[src/rtl/adder_arbiter.sv]
// adder_arbiter: round-robin share of one W-bit adder; req/a_in/b_in in, one-hot gnt, res_* result stage with ready/valid, op_count handoffs
module adder_arbiter #(
  parameter int NREQ = 4,
  parameter int W    = 8,
  parameter int IDW  = 2
) (
  input  logic              clk,
  input  logic              rst,
  input  logic [NREQ-1:0]   req,
  input  logic [NREQ*W-1:0] a_in,
  input  logic [NREQ*W-1:0] b_in,
  output logic [NREQ-1:0]   gnt,
  output logic              res_valid,
  input  logic              res_ready,
  output logic [W-1:0]      res_sum,
  output logic              res_carry,
  output logic [IDW-1:0]    res_id,
  output logic [15:0]       op_count
);
  typedef enum logic {EMPTY, FULL} state_t;
  state_t state;
  logic [IDW-1:0] ptr, sel, idx;
  logic found, can_issue, do_grant;
  logic [W:0] sum;
  always_comb begin
    sel = '0;
    found = 1'b0;
    idx = '0;
    for (int k = NREQ - 1; k >= 0; k--) begin
      idx = IDW'((int'(ptr) + k) % NREQ);
      if (req[idx]) begin
        sel = idx;
        found = 1'b1;
      end
    end
  end
  assign can_issue = state == EMPTY || res_ready;
  assign do_grant = can_issue && found && !rst;
  assign gnt = do_grant ? NREQ'(1) << sel : '0;
  assign sum = {1'b0, a_in[sel*W +: W]} + {1'b0, b_in[sel*W +: W]};
  assign res_valid = state == FULL;
  always_ff @(posedge clk) begin
    if (rst) begin
      state <= EMPTY;
      res_sum <= '0;
      res_carry <= 1'b0;
      res_id <= '0;
      ptr <= '0;
      op_count <= '0;
    end else begin
      if (do_grant) begin
        state <= FULL;
        {res_carry, res_sum} <= sum;
        res_id <= sel;
        ptr <= int'(sel) == NREQ - 1 ? '0 : sel + 1'b1;
      end else if (res_valid && res_ready) begin
        state <= EMPTY;
      end
      if (res_valid && res_ready && op_count != '1) op_count <= op_count + 1'b1;
    end
  end
endmodule

[config.mk]
export PLATFORM = sky130hd
export DESIGN_NAME = adder_arbiter
export DESIGN_NICKNAME = d
export VERILOG_FILES = /design/src/rtl/adder_arbiter.sv
export SDC_FILE = /design/constraint.sdc
export NUM_CORES = 1
export LEC_CHECK = 0
export BUFFER_PORTS_ARGS = -buffer_cell sky130_fd_sc_hd__buf_2
export CAP_MARGIN = 10
export CORE_UTILIZATION = 38
export CTS_CLUSTER_DIAMETER = 200
export DETAILED_ROUTE_END_ITERATION = 16
export PLACE_DENSITY = 0.64
export SKIP_CTS_REPAIR_TIMING = 1
export SLEW_MARGIN = 20
export SYNTH_ARGS = -nofsm -noshare
export SYNTH_HDL_FRONTEND = slang
export SYNTH_SLANG_ARGS = --single-unit
export TNS_END_PERCENT = 30
[constraint.sdc]
create_clock -name clk -period 3.4 [get_ports clk]
set_input_delay 0.51 -clock clk [delete_from_list [all_inputs] [get_ports clk]]
set_output_delay 0.51 -clock clk [all_outputs]
set_load 0.02 [all_outputs]
* After elaboration in Yosys (flattened, before gate mapping)
Cells that the tools add are included.
** Storage, ports and cells
- Register bits :: 30
- Bits in latches :: 0
- Bits in writable memories :: 0
- ROM bits :: 0
- Output and inout port bits :: 32
- Memories :: 0
** Cells by class
- Add/subtract/negate cells :: 6
- Multipliers :: 0
- Div/mod/pow operators :: 0
- Magnitude comparators :: 4
- Equal/unequal tests :: 2
- Shift operators :: 3
- Mux-type cells :: 20
- Bitwise logic cells :: 1
- Reduce and logical (&&, ||, !) cells :: 7
** Operator list (number)
- $shiftx A32 B6 Y8 :: 2
- $add A16 B1 Y16 const B :: 1
- $ne A16 B16 Y1 const B :: 1
- $lt A2 B3 Y1 const B :: 4
- $mux W1 :: 10
- $mux W2 :: 5
- $add A8 B8 Y9 :: 1
- $bmux W1 S2 :: 4
- $add A2 B1 Y2 const B :: 2
- $add A2 B2 Y2 const B :: 2
- $logic_and A1 B1 Y1 :: 4
- $mux W4 :: 1
- $shl A1 B2 Y4 const A :: 1
- $eq A2 B1 Y1 const B :: 1
- $reduce_bool A2 Y1 :: 1
- $logic_not A1 Y1 :: 1
- $logic_or A1 B1 Y1 :: 1
- $not A1 Y1 :: 1

* Logic depth before layout (Yosys ltp)
Gate-level depths: netlist (run 1).
- Word-level depth :: 10
- Gate-level depth with buffers :: 15
- Gate-level depth less buffers :: 14

* Least setup slack after synthesis (run 1)
No wires, ideal clock.
- Kind :: input port to flip-flop
- Start :: input port req[0]
- End :: register res_sum[6]
- Library setup time :: 0.116 ns
- Arrival time :: 2.834 ns
- Path slack :: 0.450 ns
- Stages :: 15
- Buffers on the path :: 1
- Cells stage by stage :: nor2b_1 > a21oi_1 > o221ai_4 > inv_2 > buf_4 > nand2_1 > a32oi_1 > ha_1 > inv_1 > fa_1 > nor2b_1 > o31a_1 > o311a_1 > a211oi_1 > a31o_1
** On the way
- Cells in the longest elaborated chain, start to end :: 8
- Elaborated cells between the ends (all ways) :: 21
- Those cells by class :: add/sub (1); shift (2); mux (16); reduce/logical (2)
** Ends and longest elaborated chain
- from (decl) :: RTL line 9 : input logic [NREQ-1:0] req,
- $bmux W1 S2 :: RTL line 31 : if (req[idx]) begin
- $mux W1 (implied by the code) :: RTL line 31
- $mux W2 (3 in series) :: RTL line 31
- $mux W2 * :: RTL line 31
- named net sel[0] :: RTL line 22 : logic [IDW-1:0] ptr, sel, idx;
- $shiftx A32 B6 Y8 :: RTL line 40 : assign sum = {1'b0, a_in[sel*W +: W]} + {1'b0, b_in[sel*W +: W]};
- $add A8 B8 Y9 * :: RTL line 40
- to (signal assigned) :: RTL line 53 : {res_carry, res_sum} <= sum;
- to (decl) :: RTL line 15 : output logic [W-1:0] res_sum,
The timed path passes the listed nets; every way through them passes the cells marked *. The select of a mux whose other input is x is not followed.
A chain may end at the register's enable or synchronous reset.

* Final worst setup path (run 1)
- Start :: input port req[0]
- End :: register res_sum[5]
** On the way
- Cells in the longest elaborated chain, start to end :: 8
- Elaborated cells between the ends (all ways) :: 21
- Those cells by class :: add/sub (1); shift (2); mux (16); reduce/logical (2)
** Ends and longest elaborated chain (RTL line)
- $bmux W1 S2 :: 31
- $mux W1 (implied by the code) :: 31
- $mux W2 / $mux W1 (equally long branches) (4 in series) :: 31
- $shiftx A32 B6 Y8 / $logic_and A1 B1 Y1 (equally long branches) :: 40, 38
- $add A8 B8 Y9 / $logic_and A1 B1 Y1 (equally long branches) :: 40, 38
Several ways; a longest one is shown, not always the timed one. The select of a mux whose other input is x is not followed.

==> flow_summary.json, run 1 <==
{
  "outcome": "finished, final reports clean",
  "area_overhead_of_the_layout_relative_to_synthesis_pct": 29.5,
  "multi_input_comb_area_um2": 1490,
  "synth_top_flop_cell": "dfxtp_1",
  "total_cell_area_at_the_placement_stage_um2": 2790,
  "initial_core_util": 0.399,
  "clk_root_buffer_cell": "clkbuf_8",
  "syn_area_per_cell_um2": 7.57,
  "insertedDiodeCount": 0,
  "syn-cell-area_um2": 2210,
  "detailedPlacementHpwl_mm": 4.63,
  "slowest_delay_ns": 0.37,
  "finalWorstPathRequiredPeriod_ns": 3.04,
  "floorplan.die_area_um2": 6130,
  "worst_ep_required_time_ns": 3.56,
  "grt_max_degree": 39,
  "grt_setup_unrepaired": "false",
  "remaining_design_rule_violation_count": 0,
  "clock_latency_ns": 0.27,
  "yosys_warnings": 0,
  "finalWirelength_mm": 5.93,
  "grt_util_met3": 0.0384,
  "antenna_found_initial": 0,
  "number_of_levels_in_the_clock_h_tree": 2,
  "power-per-cell-area_nw_per_um2": 545,
  "yosys.cell_types.count": 52,
  "final_layout_size_suffix_gt1_frac": 0.316,
  "finalSetupViolCount": 0,
  "tns_ns": 0,
  "synth.yosys.seq_area_share": 0.272,
  "critPathMaxFanout": 34,
  "leakage_nw": 1.32,
  "critPathCaptureType": "flip-flop",
  "grt_busiest_layer": "met2",
  "syn_inst": 292,
  "placement.io_buffers": 102,
  "dr_total_vias": 2429,
  "global_route.usage.met2": 0.343,
  "drt_pass1_iterations": 4,
  "worst_path_max_delay_cell": "a211oi_1",
  "cts-root-to-sink-buffers": 2,
  "most-common-layout-cells": "buf_2 (102), nand2_1 (62), dfxtp_1 (30)",
  "io_pins": 103,
  "worst-setup-path-type": "input port to flip-flop",
  "worst_slew_margin_rel": 0.579,
  "maximum_vdd_drop_mv": 0.386,
  "crit_path_cell_trace": "buf_2 -> nor2b_1 -> a21oi_1 -> o221ai_4 -> buf_4 -> nand2_1 -> a32oi_1 -> ha_1 -> a211oi_1 -> nor2_1 -> o21a_1 -> or3_1 -> a31o_2",
  "cts_tree": "done",
  "synth_async_sr_flop_share": 0,
  "synth.ff_latch_count": 30,
  "final-seq-area_um2": 601,
  "gp_congestion": 0.798,
  "setup.worst_path.start_class": "input port",
  "skew_ns": 0.00353,
  "nFillCells": 582,
  "grt_first_pass_wirelength_mm": 10.0,
  "detailedRoute.firstIterationViolations": 96,
  "postSynthNetCount": 377,
  "grt_use_total": 0.203,
  "grt-ovfl-total": 0,
  "hold_class": "flip-flop to flip-flop",
  "numCtsBuffers": 5,
  "clk_pin_slew_ns": 0.06,
  "floorplan.die.height_um": 78.3,
  "first_global_vias": 2265,
  "timing_worst_slew_pin_value_ns": 0.626,
  "final_std_cell_area_no_fill_um2": 2860,
  "die_w_um": 78.3,
  "post_drt_via_cell_ratio": 5.23,
  "maxCapViolations": 0,
  "min_period_over_period": 0.894,
  "ant_nets": 0,
  "synth_edf_count": 0,
  "timing_hold_violations_final": 0,
  "fp-row-count": 27,
  "coreArea_um2": 5540,
  "drt-wirelength-per-cell_um": 12.8,
  "detailedPlace.worstSlack_ns": 0.102,
  "final_max_slew_viol_count": 0,
  "mostFrequentLayoutCell": "buf_2",
  "final_critical_path_setup_slack_ns": 0.361,
  "nets": 477,
  "groute.layer.met1.usage": 0.265,
  "tritoncts_num_sinks": 30,
  "arrival_time_reported_for_the_critical_path_endpoint_ns": 3.20,
  "fmax_mhz": 329
}
per-layer routing:
metal	part of all wire	wire length [µm]
met2	0.49	2880
met4	0.010	59
met1	0.47	2760
met5	0	0
met3	0.039	229
state kept, by name, indices dropped and copies added, names as in the netlist:
signal and cells:
ptr 2, op_count 16, res_valid 1, res_id 2, res_carry 1, res_sum 8
cell families (layout without fill, tap and decap cells):
group / after synthesis / count (layout) / synth area share
multiplexers: 1 / 1 / 0.00453
AO/OA/AOI/OAI: 78 / 78 / 0.250
adder cells (fa/ha/maj): 14 / 14 / 0.0826
AND/OR/NAND/NOR: 131 / 131 / 0.284
buffers and inverters: 24 / 124 / 0.0526
XOR/XNOR: 14 / 14 / 0.0555
flip-flops: 30 / 30 / 0.272
worst paths after layout:
path                           start                       to  slack (ns)  cells after the start
max                           req[0]  res_sum[5]$_SDFFE_PP0P_        0.36                     13
min          res_sum[2]$_SDFFE_PP0P_  res_sum[2]$_SDFFE_PP0P_        0.45                      2
max reg2reg      ptr[0]$_SDFFE_PP0P_  res_sum[5]$_SDFFE_PP0P_        0.39                     12
min reg2reg  res_sum[2]$_SDFFE_PP0P_  res_sum[2]$_SDFFE_PP0P_        0.45                      2
cell usage after synthesis (all sizes together) (2+ instances only):
master,number,area (µm²)
a211oi,7,52.6
a21o,2,15.0
a21oi,25,125
a31o,3,26.3
a31oi,2,12.5
a32o,2,20.0
a32oi,16,140
and2,4,25.0
buf,10,63.8
clkbuf,5,18.8
dfxtp,30,601
ha,13,163
inv,8,30.0
nand2,62,233
nand3,8,40.0
nand4,3,25.0
nor2,23,86.3
nor2b,6,37.5
nor3,9,56.3
nor4,3,25.0
nor4b,2,23.8
o21a,2,15.0
o21ai,11,55.1
or2,3,18.8
or3,4,25.0
xnor2,13,114
critical path: cells and delay by family:
kind            cells  cell delay [ns]
buf+inv             2             0.45
fa+ha+maj           1             0.27
simple gates        4             0.69
compound gates      6             1.28
report_power, final:
part | switching [mW] | internal (mW)
sequential | 0.0341 | 0.403
clock | 0.115 | 0.140
combinational | 0.494 | 0.374
metrics by stage:
step           instances  hold slack (ns)  total power [mW]  utilization
2_1_floorplan        292            0.479              1.08            -
3_3_place_gp         457            0.440              1.30        0.503
3_5_place_dp         457            0.447              1.31        0.503
4_1_cts              464            0.455              1.57        0.517
5_1_grt              464            0.477              1.71        0.517
6_report             464            0.449              1.56        0.517
layout make-up:
class	instances	share of cell area
Sequential cell	30	0.210
Inverter	9	0.0118
Multi-Input combinational cell	238	0.522
Clock buffer	7	0.0267
Tap cell	72	0.0315
Timing Repair Buffer	108	0.198
Note: power is estimated with default switching activity, not from simulation.
==> run 2: changes to the inputs <==
ABC_AREA = 1   (was unset)
PLACE_DENSITY = 0.61   (was 0.64)
clock period = 3.16 ns   (was 3.4 ns; I/O delays follow)
==> run 2 against run 1 <==
  * Clock skew about the same
  * Clock power rose by 41%
  * Power rose to 2.6 times the previous value
  * Area after synthesis increased by 33%
  * First-iteration DRC count is 69% higher
  * Sequential cell count did not move
  * Global-route usage grew 0.38 points
  * Die area increased by 32%
  * Sequential share of layout area shrank 4.6 points
  * Non-clock buffer count grew 10
  * Via count rose by 40%
  * Routed wire length grew 36%
  * Largest cell class unchanged
==> flow_summary.json, run 2 <==
{
  "yosys_warnings": 0,
  "dr_total_vias": 3396,
  "grt_first_pass_wirelength_mm": 14.0,
  "die_w_um": 90.0,
  "synth_edf_count": 0,
  "grt-ovfl-total": 0,
  "largest_family_of_logic_cells_by_synthesized_area": "simple AND/OR/NAND/NOR gates",
  "finalWirelength_mm": 8.06,
  "r2r_end": "res_sum[6]$_SDFFE_PP0P_",
  "share_of_the_synthesized_area_in_compound_gates_ao_oa_aoi_oai": 0.0872,
  "initial_core_util": 0.399,
  "first_global_vias": 3125,
  "postSynthNetCount": 582,
  "worst_hold_startpoint": "res_sum[4]$_SDFFE_PP0P_",
  "synth_async_sr_flop_share": 0,
  "synth_top_area_cell": "dfxtp_1",
  "drt_pass1_iterations": 4,
  "setup.worst_path.start_class": "flip-flop",
  "critical_path.most_common_cell": "nand2_1",
  "power-per-cell-area_nw_per_um2": 1110,
  "crit_path_cell_trace": "inv_2 -> nand2_1 -> nand3_1 -> nand3b_1 -> nand3b_1 -> nand2_1 -> buf_4 -> nand3_1 -> nand2_1 -> ha_1 -> inv_1 -> fa_1 -> inv_1 -> nand4_1 -> o211ai_1 -> xnor2_1 -> o21ai_0",
  "whs_endpoint": "res_sum[4]$_SDFFE_PP0P_",
  "largest_register_ffs": 16,
  "number_of_levels_in_the_clock_h_tree": 2,
  "finalSetupViolCount": 0,
  "final_layout_size_suffix_gt1_frac": 0.245,
  "worst_path_max_delay_cell": "dfxtp_4",
  "area_overhead_of_the_layout_relative_to_synthesis_pct": 25.5,
  "fmax_mhz": 360,
  "layout_top_registers": "op_count x16, res_sum x8",
  "reg2reg_slack_ns": 0.38,
  "placed_instances": 687,
  "worst-setup-path-type": "flip-flop to flip-flop",
  "synth.yosys.seq_area_share": 0.204,
  "nets": 684,
  "floorplan.die_area_um2": 8100,
  "slowest_delay_ns": 0.45,
  "synth.area.top_cells": "dfxtp_1 (20%), nand3_1 (20%), nand2_1 (13%), inv_1 (13%), ha_1 (5.5%)",
  "detailedRoute.firstIterationViolations": 162,
  "tritoncts_num_sinks": 30,
  "most-common-layout-cells": "nand3_1 (116), buf_2 (102), nand2_1 (99)",
  "maxCapViolations": 0,
  "critPathCaptureType": "flip-flop",
  "synth.area.mux_share": 0,
  "remaining_design_rule_violation_count": 0,
  "insertedDiodeCount": 0,
  "hold_class": "flip-flop to flip-flop",
  "grt_use_total": 0.207,
  "synthXorXnorAreaFrac": 0.0357,
  "synthDominantCellAreaShare": 0.204,
  "synth_top_flop_cell": "dfxtp_1",
  "clk_root_buffer_cell": "clkbuf_8",
  "final_max_slew_viol_count": 0,
  "critPathMaxFanout": 20,
  "timing.hold.worst_path_depth": 2,
  "final_cells": 699,
  "antenna_found_initial": 0,
  "synthTopCellsByCount": "nand3_1 (116), nand2_1 (101), inv_1 (99)",
  "io_pins": 103,
  "timing_worst_slew_pin_value_ns": 0.628,
  "total_power_mw": 4.08,
  "r2r-start": "ptr[0]$_SDFFE_PP0P_",
  "finalWorstPathRequiredPeriod_ns": 2.78,
  "yosys.cell_types.count": 35,
  "numCtsBuffers": 5,
  "maximum_vdd_drop_mv": 0.764,
  "synth-adder-area-share": 0.0621,
  "tns_ns": 0,
  "gp_congestion": 0.878,
  "syn_area_per_cell_um2": 5.92,
  "detailedPlacementHpwl_mm": 6.53,
  "post_synth_and_or_nand_nor_area_fraction": 0.431,
  "worst_slew_margin_rel": 0.581,
  "post_drt_via_cell_ratio": 4.86,
  "synth.ff_latch_count": 30,
  "cts_tree": "done",
  "worst_ep_required_time_ns": 3.32,
  "ant_nets": 0,
  "final_std_cell_area_no_fill_um2": 3690,
  "arrival_time_reported_for_the_critical_path_endpoint_ns": 2.94,
  "grt_setup_unrepaired": "false",
  "largest_register_by_flop_count": "op_count",
  "skew_ns": 0.00367,
  "total_cell_area_at_the_placement_stage_um2": 3530,
  "timing_hold_violations_final": 0,
  "cts-root-to-sink-buffers": 2,
  "synth_most_common_cell": "nand3_1",
  "placement.io_buffers": 102,
  "floorplan.die.height_um": 90.0,
  "coreArea_um2": 7370,
  "grt_max_degree": 22,
  "leakage_nw": 2.06,
  "syn_inst": 497,
  "fp-row-count": 31,
  "syn-cell-area_um2": 2940,
  "min_period_over_period": 0.880,
  "drt-wirelength-per-cell_um": 11.5,
  "clock_latency_ns": 0.28,
  "mostFrequentLayoutCell": "nand3_1",
  "outcome": "finished, final reports clean",
  "clk_pin_slew_ns": 0.06,
  "hold_ws_ns": 0.471,
  "r2r.worst_path.cells": 17
}
==> run 2: metrics by stage <==
step / util / worst slack [ns]
2_1_floorplan: - / 0.555
3_3_place_gp: 0.478 / 0.175
3_5_place_dp: 0.478 / 0.0588
4_1_cts: 0.493 / 0.0597
5_1_grt: 0.501 / 0.0227
6_report: 0.501 / 0.380
==> run 2: layout make-up <==
| cell class | count | area (µm²) |
|---|---|---|
| clock buffers | 8 | 110 |
| inverters | 100 | 375 |
| multi-input cells | 344 | 1840 |
| repair buffers | 118 | 643 |
| fillers | 811 | 3680 |
| well taps | 99 | 124 |
| flip-flops and latches | 30 | 604 |
==> run 2: cell families after synthesis <==
group	count (synthesis)
flip-flops	30
adder cells (fa/ha/maj)	14
buffers and inverters	123
AND/OR/NAND/NOR	273
AO/OA/AOI/OAI	45
XOR/XNOR	12
==> run 2: power breakdown <==
part           switching [mW]  total (mW)  internal (mW)
logic                    1.92        3.19           1.27
registers              0.0706       0.534          0.463
clock network           0.139       0.359          0.220
total                    2.13        4.08           1.95
==> run 2: critical path: cells and delay by family (launching register included) <==
| kind | cells | cell delay [ns] |
|---|---|---|
| compound gates | 2 | 0.22 |
| buf+inv | 4 | 0.48 |
| simple gates | 8 | 0.81 |
| fa+ha+maj | 2 | 0.55 |
| xor+xnor | 1 | 0.15 |
| flops | 1 | 0.45 |
==> run 2: worst max-delay path by stage <==
stage,cells after the start,slack (ns),endpoint,start
final,17,0.38,res_sum[6]$_SDFFE_PP0P_,ptr[0]$_SDFFE_PP0P_
after global routing,17,0.02,res_carry$_SDFFE_PP0P_,ptr[0]$_SDFFE_PP0P_
after CTS,18,0.06,res_sum[6]$_SDFFE_PP0P_,ptr[0]$_SDFFE_PP0P_
after detailed placement,17,0.06,res_sum[6]$_SDFFE_PP0P_,ptr[0]$_SDFFE_PP0P_
after global placement,17,0.17,res_sum[6]$_SDFFE_PP0P_,ptr[0]$_SDFFE_PP0P_
after floorplan,20,0.55,res_sum[6]$_SDFFE_PP0P_,req[3]
==> run 2: routing by layer <==
metal / vias up / part of all wire / track usage
met4: 0 / 0.013 / 0.0484
met2: 96 / 0.47 / 0.344
li1: 1781 / - / -
met1: 1507 / 0.47 / 0.282
met3: 12 / 0.046 / 0.0305
met5: - / 0 / 0
==> run 3: changes to the inputs <==
PLACE_DENSITY = 0.62   (was 0.61)
==> run 3 against run 2 <==
  * Worst hold slack improved by 0.0016 ns
  * Critical path type unchanged
  * Design area decreased by 0.37%
  * Core utilization decreased by 0.19 points
  * Critical endpoint is now res_sum[5]$_SDFFE_PP0P_
  * Clock power decreased by 12%
  * Combinational power increased by 2%
  * First-iteration DRC count increased by 36%
  * Die area unchanged
==> flow_summary.json, run 3 (synthesis gave the netlist of run 2 again) <==
{
  "placed_instances": 686,
  "insertedDiodeCount": 0,
  "grt-ovfl-total": 0,
  "detailedRoute.firstIterationViolations": 221,
  "maxCapViolations": 0,
  "tns_ns": 0,
  "initial_core_util": 0.399,
  "nFillCells": 779,
  "grt_setup_unrepaired": "false",
  "grt_first_pass_wirelength_mm": 14.0,
  "total_power_mw": 4.09,
  "cts-root-to-sink-buffers": 2,
  "fmax_mhz": 358,
  "skew_ns": 0.00273,
  "floorplan.die.height_um": 90.0,
  "final_cells": 698,
  "area_overhead_of_the_layout_relative_to_synthesis_pct": 25.1,
  "dr_total_vias": 3426,
  "worst_slew_margin_rel": 0.583,
  "grt_max_degree": 22,
  "power-per-cell-area_nw_per_um2": 1110,
  "final_std_cell_area_no_fill_um2": 3680,
  "placement.io_buffers": 102,
  "cts_tree": "done",
  "detailedPlace.worstSlack_ns": 0.0400,
  "hold_class": "flip-flop to flip-flop",
  "outcome": "finished, final reports clean",
  "gp_congestion": 0.882,
  "most-common-layout-cells": "nand3_1 (116), buf_2 (102), nand2_1 (99)",
  "critPathCaptureType": "flip-flop",
  "coreArea_um2": 7370,
  "tritoncts_num_sinks": 30,
  "clk_root_buffer_cell": "clkbuf_8",
  "floorplan.die_area_um2": 8100,
  "maximum_vdd_drop_mv": 0.623,
  "timing_hold_violations_final": 0,
  "fp-row-count": 31,
  "largest_register_ffs": 16,
  "finalWorstPathRequiredPeriod_ns": 2.79,
  "total_cell_area_at_the_placement_stage_um2": 3530,
  "worst_ep_required_time_ns": 3.32,
  "finalWirelength_mm": 8.20,
  "grt_use_total": 0.207,
  "numCtsBuffers": 5,
  "ant_nets": 0,
  "multi_input_comb_area_um2": 1840,
  "remaining_design_rule_violation_count": 0,
  "first_global_vias": 3180,
  "io_pins": 103,
  "final_critical_path_setup_slack_ns": 0.369,
  "drt-wirelength-per-cell_um": 11.8,
  "leakage_nw": 2.05,
  "die_w_um": 90.0,
  "mostFrequentLayoutCell": "nand3_1",
  "final_layout_size_suffix_gt1_frac": 0.242,
  "critPathMaxFanout": 19,
  "clk_pin_slew_ns": 0.06,
  "min_period_over_period": 0.883,
  "clock_latency_ns": 0.28,
  "finalSetupViolCount": 0,
  "final_max_slew_viol_count": 0,
  "post-route-util": 0.499,
  "timing_worst_slew_pin_value_ns": 0.625,
  "final-seq-area_um2": 604,
  "layout_top_registers": "op_count x16, res_sum x8",
  "number_of_levels_in_the_clock_h_tree": 2,
  "arrival_time_reported_for_the_critical_path_endpoint_ns": 2.95,
  "setup.worst_path.start_class": "flip-flop",
  "antenna_found_initial": 0,
  "worst-setup-path-type": "flip-flop to flip-flop",
  "largest_register_by_flop_count": "op_count",
  "nets": 683,
  "drt_pass1_iterations": 5,
  "post_drt_via_cell_ratio": 4.91,
  "hold_ws_ns": 0.472,
  "detailedPlacementHpwl_mm": 6.52
}
-- run 3: changes by cell type in the layout (fill, tap and decap cells not counted) --
cell	change
clkinv_2	+1
buf_4	-2
clkbuf_8	-2
buf_12	+1
clkbuf_1	+1
-- run 3: layout make-up --
| type | instances | share of cell area |
|---|---|---|
| inverters | 100 | 0.102 |
| clock buffers | 7 | 0.0235 |
| multi-input cells | 344 | 0.499 |
| repair buffers | 117 | 0.176 |
| clock inverters | 1 | 0.00136 |
| well taps | 99 | 0.0337 |
| flip-flops and latches | 30 | 0.164 |
-- run 3: path summary, 6_finish.rpt --
kind	from	endpoint	slack [ns]	cells after the start
worst min-delay path	res_sum[0]$_SDFFE_PP0P_	res_sum[0]$_SDFFE_PP0P_	0.47	2
worst max register to register	ptr[1]$_SDFFE_PP0P_	res_sum[5]$_SDFFE_PP0P_	0.37	16
worst min register to register	res_sum[0]$_SDFFE_PP0P_	res_sum[0]$_SDFFE_PP0P_	0.47	2
worst max-delay path	ptr[1]$_SDFFE_PP0P_	res_sum[5]$_SDFFE_PP0P_	0.37	16
-- run 3: metal layers --
layer | track usage | share of wire | wire (µm) | vias to the layer above
li1 | - | - | - | 1772
met1 | 0.264 | 0.46 | 3780 | 1535
met2 | 0.358 | 0.48 | 3910 | 105
met3 | 0.0279 | 0.045 | 371 | 14
met4 | 0.0699 | 0.018 | 148 | 0
met5 | 0 | 0 | 0 | -
-- run 3: critical path, cell delays in order (launching register included) --
cell     delay, ns
dfxtp_1       0.44
inv_1         0.13
nand3_1       0.15
nand2_2       0.09
nand3_4       0.09
nand2_2       0.11
nand2_8       0.17
buf_4         0.24
nand3_1       0.09
nand3_1       0.10
nand2_1       0.07
ha_1          0.30
a21oi_1       0.14
nand2_1       0.12
a21oi_1       0.18
xor2_1        0.16
o21ai_0       0.09
-- run 3: power breakdown --
part           switching, mW  internal (mW)
Combinational           1.93           1.31
Sequential            0.0707          0.463
Clock                  0.141          0.175
Total                   2.14           1.95
